[src/rtl/pc_seq_pkg.sv]
// pc_seq_pkg: shared state/redirect-source types and constants for pc_sequencer
package pc_seq_pkg;
  localparam int PC_INCR = 4;
  typedef enum logic [1:0] {S_IDLE, S_RUN, S_HALTED, S_STEP} state_t;
  typedef enum logic [2:0] {SRC_SEQ, SRC_BR, SRC_JR, SRC_J, SRC_HOLD} src_t;
endpackage

[src/rtl/pc_seq_if.sv]
// pc_seq_if: debug/hazard/decode requests into the PC sequencer and its fetch/flush outputs
interface pc_seq_if #(
  parameter int N_BITS_DW  = 32,
  parameter int N_BITS_W   = 16,
  parameter int N_BITS_IDX = 26
);
  logic                  i_start;
  logic                  i_step;
  logic                  i_stall;
  logic                  i_halt;
  logic                  i_branch_taken;
  logic [N_BITS_DW-1:0]  i_branch_pc;
  logic [N_BITS_W-1:0]   i_branch_offset;
  logic                  i_jump;
  logic [N_BITS_DW-1:0]  i_jump_pc;
  logic [N_BITS_IDX-1:0] i_instr_index;
  logic                  i_jr;
  logic [N_BITS_DW-1:0]  i_jr_target;
  logic [N_BITS_DW-1:0]  o_pc;
  logic                  o_pc_en;
  logic                  o_flush_if_id;
  logic                  o_flush_id_ex;
  logic                  o_running;
  logic                  o_halted;
  logic                  o_misaligned;
  modport master (
    output i_start, i_step, i_stall, i_halt, i_branch_taken, i_branch_pc, i_branch_offset,
           i_jump, i_jump_pc, i_instr_index, i_jr, i_jr_target,
    input  o_pc, o_pc_en, o_flush_if_id, o_flush_id_ex, o_running, o_halted, o_misaligned
  );
  modport slave (
    input  i_start, i_step, i_stall, i_halt, i_branch_taken, i_branch_pc, i_branch_offset,
           i_jump, i_jump_pc, i_instr_index, i_jr, i_jr_target,
    output o_pc, o_pc_en, o_flush_if_id, o_flush_id_ex, o_running, o_halted, o_misaligned
  );
endinterface

[src/rtl/pc_target_calc.sv]
// pc_target_calc: branch, J-type and JR redirect target arithmetic
module pc_target_calc #(
  parameter int N_BITS_DW  = 32,
  parameter int N_BITS_W   = 16,
  parameter int N_BITS_IDX = 26
) (
  input  logic [N_BITS_DW-1:0]  i_branch_pc,
  input  logic [N_BITS_W-1:0]   i_branch_offset,
  input  logic [N_BITS_DW-1:0]  i_jump_pc,
  input  logic [N_BITS_IDX-1:0] i_instr_index,
  input  logic [N_BITS_DW-1:0]  i_jr_target,
  output logic [N_BITS_DW-1:0]  o_br_target,
  output logic [N_BITS_DW-1:0]  o_j_target,
  output logic [N_BITS_DW-1:0]  o_jr_target
);
  logic [N_BITS_DW-1:0] w_offset;
  // word offset is sign-extended then scaled to bytes; jump keeps the top region bits of PC+4
  always_comb begin
    w_offset    = {{(N_BITS_DW-N_BITS_W){i_branch_offset[N_BITS_W-1]}}, i_branch_offset};
    o_br_target = i_branch_pc + (w_offset << 2);
    o_j_target  = {i_jump_pc[N_BITS_DW-1:N_BITS_IDX+2], i_instr_index, 2'b00};
    o_jr_target = {i_jr_target[N_BITS_DW-1:2], 2'b00};
  end
endmodule

[src/rtl/pc_sequencer.sv]
// pc_sequencer: PC register, run-control FSM and redirect priority mux (optional PC_STEP_MODE_EN adds single-step)
module pc_sequencer
  import pc_seq_pkg::*;
#(
  parameter int                    N_BITS_DW  = 32,
  parameter int                    N_BITS_W   = 16,
  parameter int                    N_BITS_IDX = 26,
  parameter logic [N_BITS_DW-1:0]  PC_RESET   = '0
) (
  input logic     i_clk,
  input logic     i_reset,
  pc_seq_if.slave bus
);
  state_t               r_state;
  state_t               w_state_next;
  state_t               w_go;
  src_t                 w_src;
  logic                 w_active;
  logic [N_BITS_DW-1:0] r_pc;
  logic [N_BITS_DW-1:0] w_pc_next;
  logic [N_BITS_DW-1:0] w_br;
  logic [N_BITS_DW-1:0] w_j;
  logic [N_BITS_DW-1:0] w_jr;
  pc_target_calc #(
    .N_BITS_DW  (N_BITS_DW),
    .N_BITS_W   (N_BITS_W),
    .N_BITS_IDX (N_BITS_IDX)
  ) u_calc (
    .i_branch_pc     (bus.i_branch_pc),
    .i_branch_offset (bus.i_branch_offset),
    .i_jump_pc       (bus.i_jump_pc),
    .i_instr_index   (bus.i_instr_index),
    .i_jr_target     (bus.i_jr_target),
    .o_br_target     (w_br),
    .o_j_target      (w_j),
    .o_jr_target     (w_jr)
  );
`ifdef PC_STEP_MODE_EN
  assign w_go     = S_STEP;
  assign w_active = (r_state == S_RUN) || (r_state == S_STEP && bus.i_step);
`else
  assign w_go     = S_RUN;
  assign w_active = (r_state == S_RUN);
`endif
  // state and PC register; reset overrides any request in the same cycle
  always_ff @(posedge i_clk) begin
    if (i_reset) begin
      r_state <= S_IDLE;
      r_pc    <= PC_RESET;
    end else begin
      r_state <= w_state_next;
      r_pc    <= w_pc_next;
    end
  end
  // next state: halt only counts when no branch squashes the ID instruction
  always_comb begin
    w_state_next = r_state == S_IDLE ? (bus.i_start ? w_go : S_IDLE) :
                   (w_active && !bus.i_branch_taken && bus.i_halt) ? S_HALTED : r_state;
  end
  // redirect priority: branch > halt > stall > jr > jump > sequential
  always_comb begin
    w_src     = !w_active           ? SRC_HOLD :
                bus.i_branch_taken  ? SRC_BR   :
                (bus.i_halt || bus.i_stall) ? SRC_HOLD :
                bus.i_jr            ? SRC_JR   :
                bus.i_jump          ? SRC_J    : SRC_SEQ;
    w_pc_next = w_src == SRC_BR  ? w_br :
                w_src == SRC_JR  ? w_jr :
                w_src == SRC_J   ? w_j  :
                w_src == SRC_SEQ ? r_pc + N_BITS_DW'(PC_INCR) : r_pc;
  end
  // pipeline strobes from the selected source and status decoded from the state register
  always_comb begin
    bus.o_pc          = r_pc;
    bus.o_pc_en       = w_src != SRC_HOLD;
    bus.o_flush_if_id = w_src == SRC_BR || w_src == SRC_JR || w_src == SRC_J;
    bus.o_flush_id_ex = w_src == SRC_BR;
    bus.o_misaligned  = w_src == SRC_JR && |bus.i_jr_target[1:0];
    bus.o_running     = r_state == S_RUN || r_state == S_STEP;
    bus.o_halted      = r_state == S_HALTED;
  end
endmodule

[src/flat_wrapper.sv]
// flat-port wrapper written by rule: the top's interface ports become plain ports
module pc_sequencer_flat import pc_seq_pkg::*;
#(
  parameter int                    N_BITS_DW  = 32,
  parameter int                    N_BITS_W   = 16,
  parameter int                    N_BITS_IDX = 26,
  parameter logic [N_BITS_DW-1:0]  PC_RESET   = '0
)
  (i_clk, i_reset, bus_i_start, bus_i_step, bus_i_stall, bus_i_halt, bus_i_branch_taken, bus_i_branch_pc, bus_i_branch_offset, bus_i_jump, bus_i_jump_pc, bus_i_instr_index, bus_i_jr, bus_i_jr_target, bus_o_pc, bus_o_pc_en, bus_o_flush_if_id, bus_o_flush_id_ex, bus_o_running, bus_o_halted, bus_o_misaligned);
  pc_seq_if #(.N_BITS_DW(N_BITS_DW), .N_BITS_W(N_BITS_W), .N_BITS_IDX(N_BITS_IDX)) bus_i ();
  input logic i_clk;
  input logic i_reset;
  input wire logic [$bits(bus_i.i_start)-1:0] bus_i_start;
  input wire logic [$bits(bus_i.i_step)-1:0] bus_i_step;
  input wire logic [$bits(bus_i.i_stall)-1:0] bus_i_stall;
  input wire logic [$bits(bus_i.i_halt)-1:0] bus_i_halt;
  input wire logic [$bits(bus_i.i_branch_taken)-1:0] bus_i_branch_taken;
  input wire logic [$bits(bus_i.i_branch_pc)-1:0] bus_i_branch_pc;
  input wire logic [$bits(bus_i.i_branch_offset)-1:0] bus_i_branch_offset;
  input wire logic [$bits(bus_i.i_jump)-1:0] bus_i_jump;
  input wire logic [$bits(bus_i.i_jump_pc)-1:0] bus_i_jump_pc;
  input wire logic [$bits(bus_i.i_instr_index)-1:0] bus_i_instr_index;
  input wire logic [$bits(bus_i.i_jr)-1:0] bus_i_jr;
  input wire logic [$bits(bus_i.i_jr_target)-1:0] bus_i_jr_target;
  output wire logic [$bits(bus_i.o_pc)-1:0] bus_o_pc;
  output wire logic [$bits(bus_i.o_pc_en)-1:0] bus_o_pc_en;
  output wire logic [$bits(bus_i.o_flush_if_id)-1:0] bus_o_flush_if_id;
  output wire logic [$bits(bus_i.o_flush_id_ex)-1:0] bus_o_flush_id_ex;
  output wire logic [$bits(bus_i.o_running)-1:0] bus_o_running;
  output wire logic [$bits(bus_i.o_halted)-1:0] bus_o_halted;
  output wire logic [$bits(bus_i.o_misaligned)-1:0] bus_o_misaligned;
  assign bus_i.i_start = bus_i_start;
  assign bus_i.i_step = bus_i_step;
  assign bus_i.i_stall = bus_i_stall;
  assign bus_i.i_halt = bus_i_halt;
  assign bus_i.i_branch_taken = bus_i_branch_taken;
  assign bus_i.i_branch_pc = bus_i_branch_pc;
  assign bus_i.i_branch_offset = bus_i_branch_offset;
  assign bus_i.i_jump = bus_i_jump;
  assign bus_i.i_jump_pc = bus_i_jump_pc;
  assign bus_i.i_instr_index = bus_i_instr_index;
  assign bus_i.i_jr = bus_i_jr;
  assign bus_i.i_jr_target = bus_i_jr_target;
  assign bus_o_pc = bus_i.o_pc;
  assign bus_o_pc_en = bus_i.o_pc_en;
  assign bus_o_flush_if_id = bus_i.o_flush_if_id;
  assign bus_o_flush_id_ex = bus_i.o_flush_id_ex;
  assign bus_o_running = bus_i.o_running;
  assign bus_o_halted = bus_i.o_halted;
  assign bus_o_misaligned = bus_i.o_misaligned;
  pc_sequencer #(.N_BITS_DW(N_BITS_DW), .N_BITS_W(N_BITS_W), .N_BITS_IDX(N_BITS_IDX), .PC_RESET(PC_RESET)) u_core (.i_clk(i_clk), .i_reset(i_reset), .bus(bus_i));
endmodule
[config.mk]
export PLATFORM = sky130hd
export DESIGN_NAME = pc_sequencer_flat
export DESIGN_NICKNAME = d
export VERILOG_FILES = /design/src/rtl/pc_seq_pkg.sv /design/src/rtl/pc_seq_if.sv /design/src/rtl/pc_target_calc.sv /design/src/rtl/pc_sequencer.sv /design/src/flat_wrapper.sv
export SDC_FILE = /design/constraint.sdc
export NUM_CORES = 1
export LEC_CHECK = 0
export ABC_AREA = 1
export CELL_PAD_IN_SITES_DETAIL_PLACEMENT = 0
export CELL_PAD_IN_SITES_GLOBAL_PLACEMENT = 1
export CORE_MARGIN = 10
export CORE_UTILIZATION = 43
export DETAILED_ROUTE_END_ITERATION = 7
export DONT_BUFFER_PORTS = 1
export GPL_ROUTABILITY_DRIVEN = 0
export PLACE_DENSITY = 0.88
export REMOVE_ABC_BUFFERS = 1
export SETUP_SLACK_MARGIN = 0.2
export SLEW_MARGIN = 0
export SYNTH_ARGS = -nofsm -noshare
export SYNTH_HDL_FRONTEND = slang
export SYNTH_HIERARCHICAL = 1
export SYNTH_SLANG_ARGS = --single-unit
[constraint.sdc]
create_clock -name i_clk -period 2.7 [get_ports i_clk]
set_clock_uncertainty 0.2 [all_clocks]
set_input_delay 0.54 -clock i_clk [delete_from_list [all_inputs] [get_ports i_clk]]
set_output_delay 0.54 -clock i_clk [all_outputs]
set_load 0.005 [all_outputs]
==> results.md <==
- The main combinational cell family by area after synthesis is simple AND/OR/NAND/NOR gates.
- The synthesized netlist contains 37 unique library cells.
- Once the floorplan was initialized, standard cells occupied 44.3% of the core.
- The placed cell count is 1185.
- The first detailed-routing pass ran for 5 iterations.
- Power spread over the standard cell area amounts to 336 nW/um^2.
- The number of I/O pins is 185.
- The synthesized netlist devotes 10.2% of its cell area to compound gates.
- The iteration-0 DRC count of the detailed router is 409.
- Counting I/O delays and the setup requirement, the final critical path takes 2290 ps.
- Entering global routing, the biggest net connects 55 pins.
- The part of the Yosys area used for sequential elements is 11.5%.
- Along the worst path, the maximum fanout reaches 6.
- The number of clock sinks is 34.
- On the final layout, the worst hold slack is 117 ps.
- The biggest area consumer among synthesized cells is sky130_fd_sc_hd__nand2_1.
- In this run the vertical extent of the chip is 137 um.
- The aggregate routed wire length is 17900 um.
- The mean instance size in the synthesized netlist is 5.44 um^2.
- In the final routed layout, each cell accounts on average for 15.0 um.
- The clock passes through at most 2 buffers.
- The final hold violation count is 0.
- The number of levels in the clock H-tree is 2.
- The instance area after placement is 5620 um^2.
- The cell with the most instances after synthesis is sky130_fd_sc_hd__nand2_1.
- Synthesis handed over a netlist of 1086 instances.
- The share of layout cells above drive strength 1 is 8.85%.
- The worst setup path is captured at a flop.
- The final standard cell count with taps included and fillers excluded is 1194.
- The die covers 18800 um^2.
- The xor and xnor area share after synthesis is 4.00%.
- Compared with the post-synthesis result, the final layout area differs by -1.99%.
- In this run the standard cell core region covers 13300 um^2.
- The number of max-cap violations is 0.
- For this design the static power due to leakage is 2.94 nW.
- The worst setup path is launched from a flop.
- Cells fill 43.4% of the core in the end.
- The total number of yosys warnings is 6.
- TritonCTS built the clock tree.
- The detailed placement HPWL is 15000 um.
- For the worst-skew pair, the clock arrives at the later sink with an insertion delay of 290 ps.
- The number of buffers created by CTS is 5.
- The tightest min-delay check is of the in2reg type.
- After detailed routing, the number of remaining DRC violations is 0.
- The clock tree root buffer cell is sky130_fd_sc_hd__clkbuf_16.
- The simple-gate share of the synthesized area is 48.7%.
- Counting flops with an async set or reset pin after synthesis yields a share of 0%.
- The proportion of netlist area held by the largest area contributor is 24.1%.
- At the worst endpoint, the arrival time is 2310 ps.
- Before CTS, the worst setup slack after placement is 83.0 ps.
- The required time reported for the critical path endpoint is 2720 ps.
- The number of antenna violations at the first check in global routing was 0.
- Along the worst hold path, the cell count comes to 1.
- The number of register bits inferred by synthesis is 34.
- In this run the core area contains 42 standard-cell rows.
- Input and output buffers added on the ports amount to 0.
- Setup violations remaining at the end of the flow were counted as 0.
- The worst setup path is of the reg2reg kind.
- Derived from the worst setup path, the maximum achievable clock frequency is 0.436 GHz.
- The dominant synthesized flop cell is sky130_fd_sc_hd__dfxtp_1.
- The relative slew slack is 62.9%.
- The horizontal die dimension is 137 um.
- In this run, synthesis inferred 0 flip-flops with an integrated enable.
- The run finished with clean final reports.
- The first-pass GRT wire length is 28600 um.
- The per-cell via count in the routed design is 4.96.
- For this design, the CTS-stage hold fixing added 0 buffers.
- The area of all placed cells without fillers is 5790 um^2.
- The number of antenna-violating nets in the routed design is 0.
- The final critical-path share of the clock period is 85.0%.
- For the pin with the worst max-slew slack, the measured transition is 556 ps.
- The detailed-route via count is 5928.
- The net count reported at finish is 1194.
- After synthesis, the most frequently instantiated cells are 380 x sky130_fd_sc_hd__nand2_1, 158 x sky130_fd_sc_hd__nor2_1, 120 x sky130_fd_sc_hd__inv_1, 71 x sky130_fd_sc_hd__buf_4, 63 x sky130_fd_sc_hd__nand3_1.
- The number of global-route vias before repair is 5767.
- After Yosys synthesis, full adders, half adders and majority gates account for 6.69% of the synthesized area.
- Ranked by total cell area, the synthesized netlist is headed by sky130_fd_sc_hd__nand2_1 24%, sky130_fd_sc_hd__dfxtp_1 12%, sky130_fd_sc_hd__nor2_1 10%, sky130_fd_sc_hd__buf_4 9.0%, sky130_fd_sc_hd__inv_1 7.6%.
- Clock-pin slew was measured on the worst setup and hold paths at 60 ps.
- VDD sags by at most 0.000226 V.
- The global-route total usage across every layer is 18.7%.
- Multiplexer cells account for 0% of the synthesized area.
- The count of pins over their slew limit was 0.
- The total overflow left after global routing is 0.
- Setup repair after global routing left no endpoint under its margin.
- The worst-case setup margin in the final layout is 406 ps.
- The number of cells on the worst reg-to-reg path is 11.
- In this run the cell area of the synthesized design comes to 5910 um^2.
critical path, stage by stage (launching register included):
cell	delay [ps]
sky130_fd_sc_hd__dfxtp_1	410
sky130_fd_sc_hd__ha_1	210
sky130_fd_sc_hd__nand2_1	80
sky130_fd_sc_hd__nor2_1	300
sky130_fd_sc_hd__nand2_2	210
sky130_fd_sc_hd__nor2_4	200
sky130_fd_sc_hd__nand2_1	110
sky130_fd_sc_hd__nor2_1	100
sky130_fd_sc_hd__nor2_1	50
sky130_fd_sc_hd__o21bai_1	170
sky130_fd_sc_hd__nand2_1	70
sky130_fd_sc_hd__a21oi_1	110
path summary, 6_finish.rpt:
check / slack [ps] / start / to
worst max-delay path: 410 / u_core/bus.o_pc[3] / u_core/bus.o_pc[16]
worst min-delay path: 120 / i_reset / u_core/bus.o_pc[0]
worst max register to register: 410 / u_core/bus.o_pc[3] / u_core/bus.o_pc[16]
worst min register to register: 300 / u_core/r_state[1] / u_core/r_state[1]
metrics by stage:
step	total power, W	setup TNS [ps]
floorplan	0.00111	-8940
global placement	0.00128	0
detailed placement	0.00128	0
CTS	0.00195	0
global route	0.00208	0
finish	0.00194	0
layer usage:
metal / routed length, um / track usage, % / share of wire, %
met1: 7720 / 22.7 / 43
met3: 1680 / 4.73 / 9.4
met4: 288 / 4.45 / 1.6
met5: 0 / 0 / 0
met2: 8230 / 32.2 / 46
area by class of cell:
type                       instances  area (um^2)
clock buffer                       7          133
tap                              176          220
clock inverter                     1         30.0
sequential                        34          681
timing repair buffer              11          108
inverter                         127          477
antenna                            1         2.50
multi-input combinational        837         4140
fill                            1525         7550
power breakdown:
group / internal (W) / switching (W)
logic: 0.000255 / 0.000469
clock network: 0.000437 / 0.000230
registers: 0.000521 / 0.0000327
total: 0.00121 / 0.000731
placed cells by master, fill, tap and decap left out, drive strengths merged, types with 7 or more instances in the layout:
| master | n |
|---|---|
| ha | 30 |
| nor2 | 177 |
| o21bai | 8 |
| inv | 127 |
| clkbuf | 7 |
| dfxtp | 34 |
| nand3b | 9 |
| o211ai | 9 |
| nand2 | 404 |
| o21ai | 21 |
| nand3 | 67 |
| xnor2 | 8 |
| a21oi | 60 |
| buf | 11 |
| xor2 | 19 |
registers in the layout (all words and copies together), names as in the netlist:
register,count
u_core/bus.o_pc,32
u_core/r_state,2
kinds of logic (layout without fill, tap and decap cells):
logic type | Yosys count | in the layout
xor+xnor | 27 | 27
simple gates | 672 | 672
other cells | 1 | 5
flops | 34 | 34
fa+ha+maj | 31 | 31
buf+inv | 218 | 146
compound gates | 103 | 103
repair_timing:
action	4_1_cts	5_1_grt
setup endpoints to repair	0	8
endpoints found under the hold margin	0	0
buffers inserted	0	0
gates resized for setup	0	4
(Power assumes the default switching activity.)
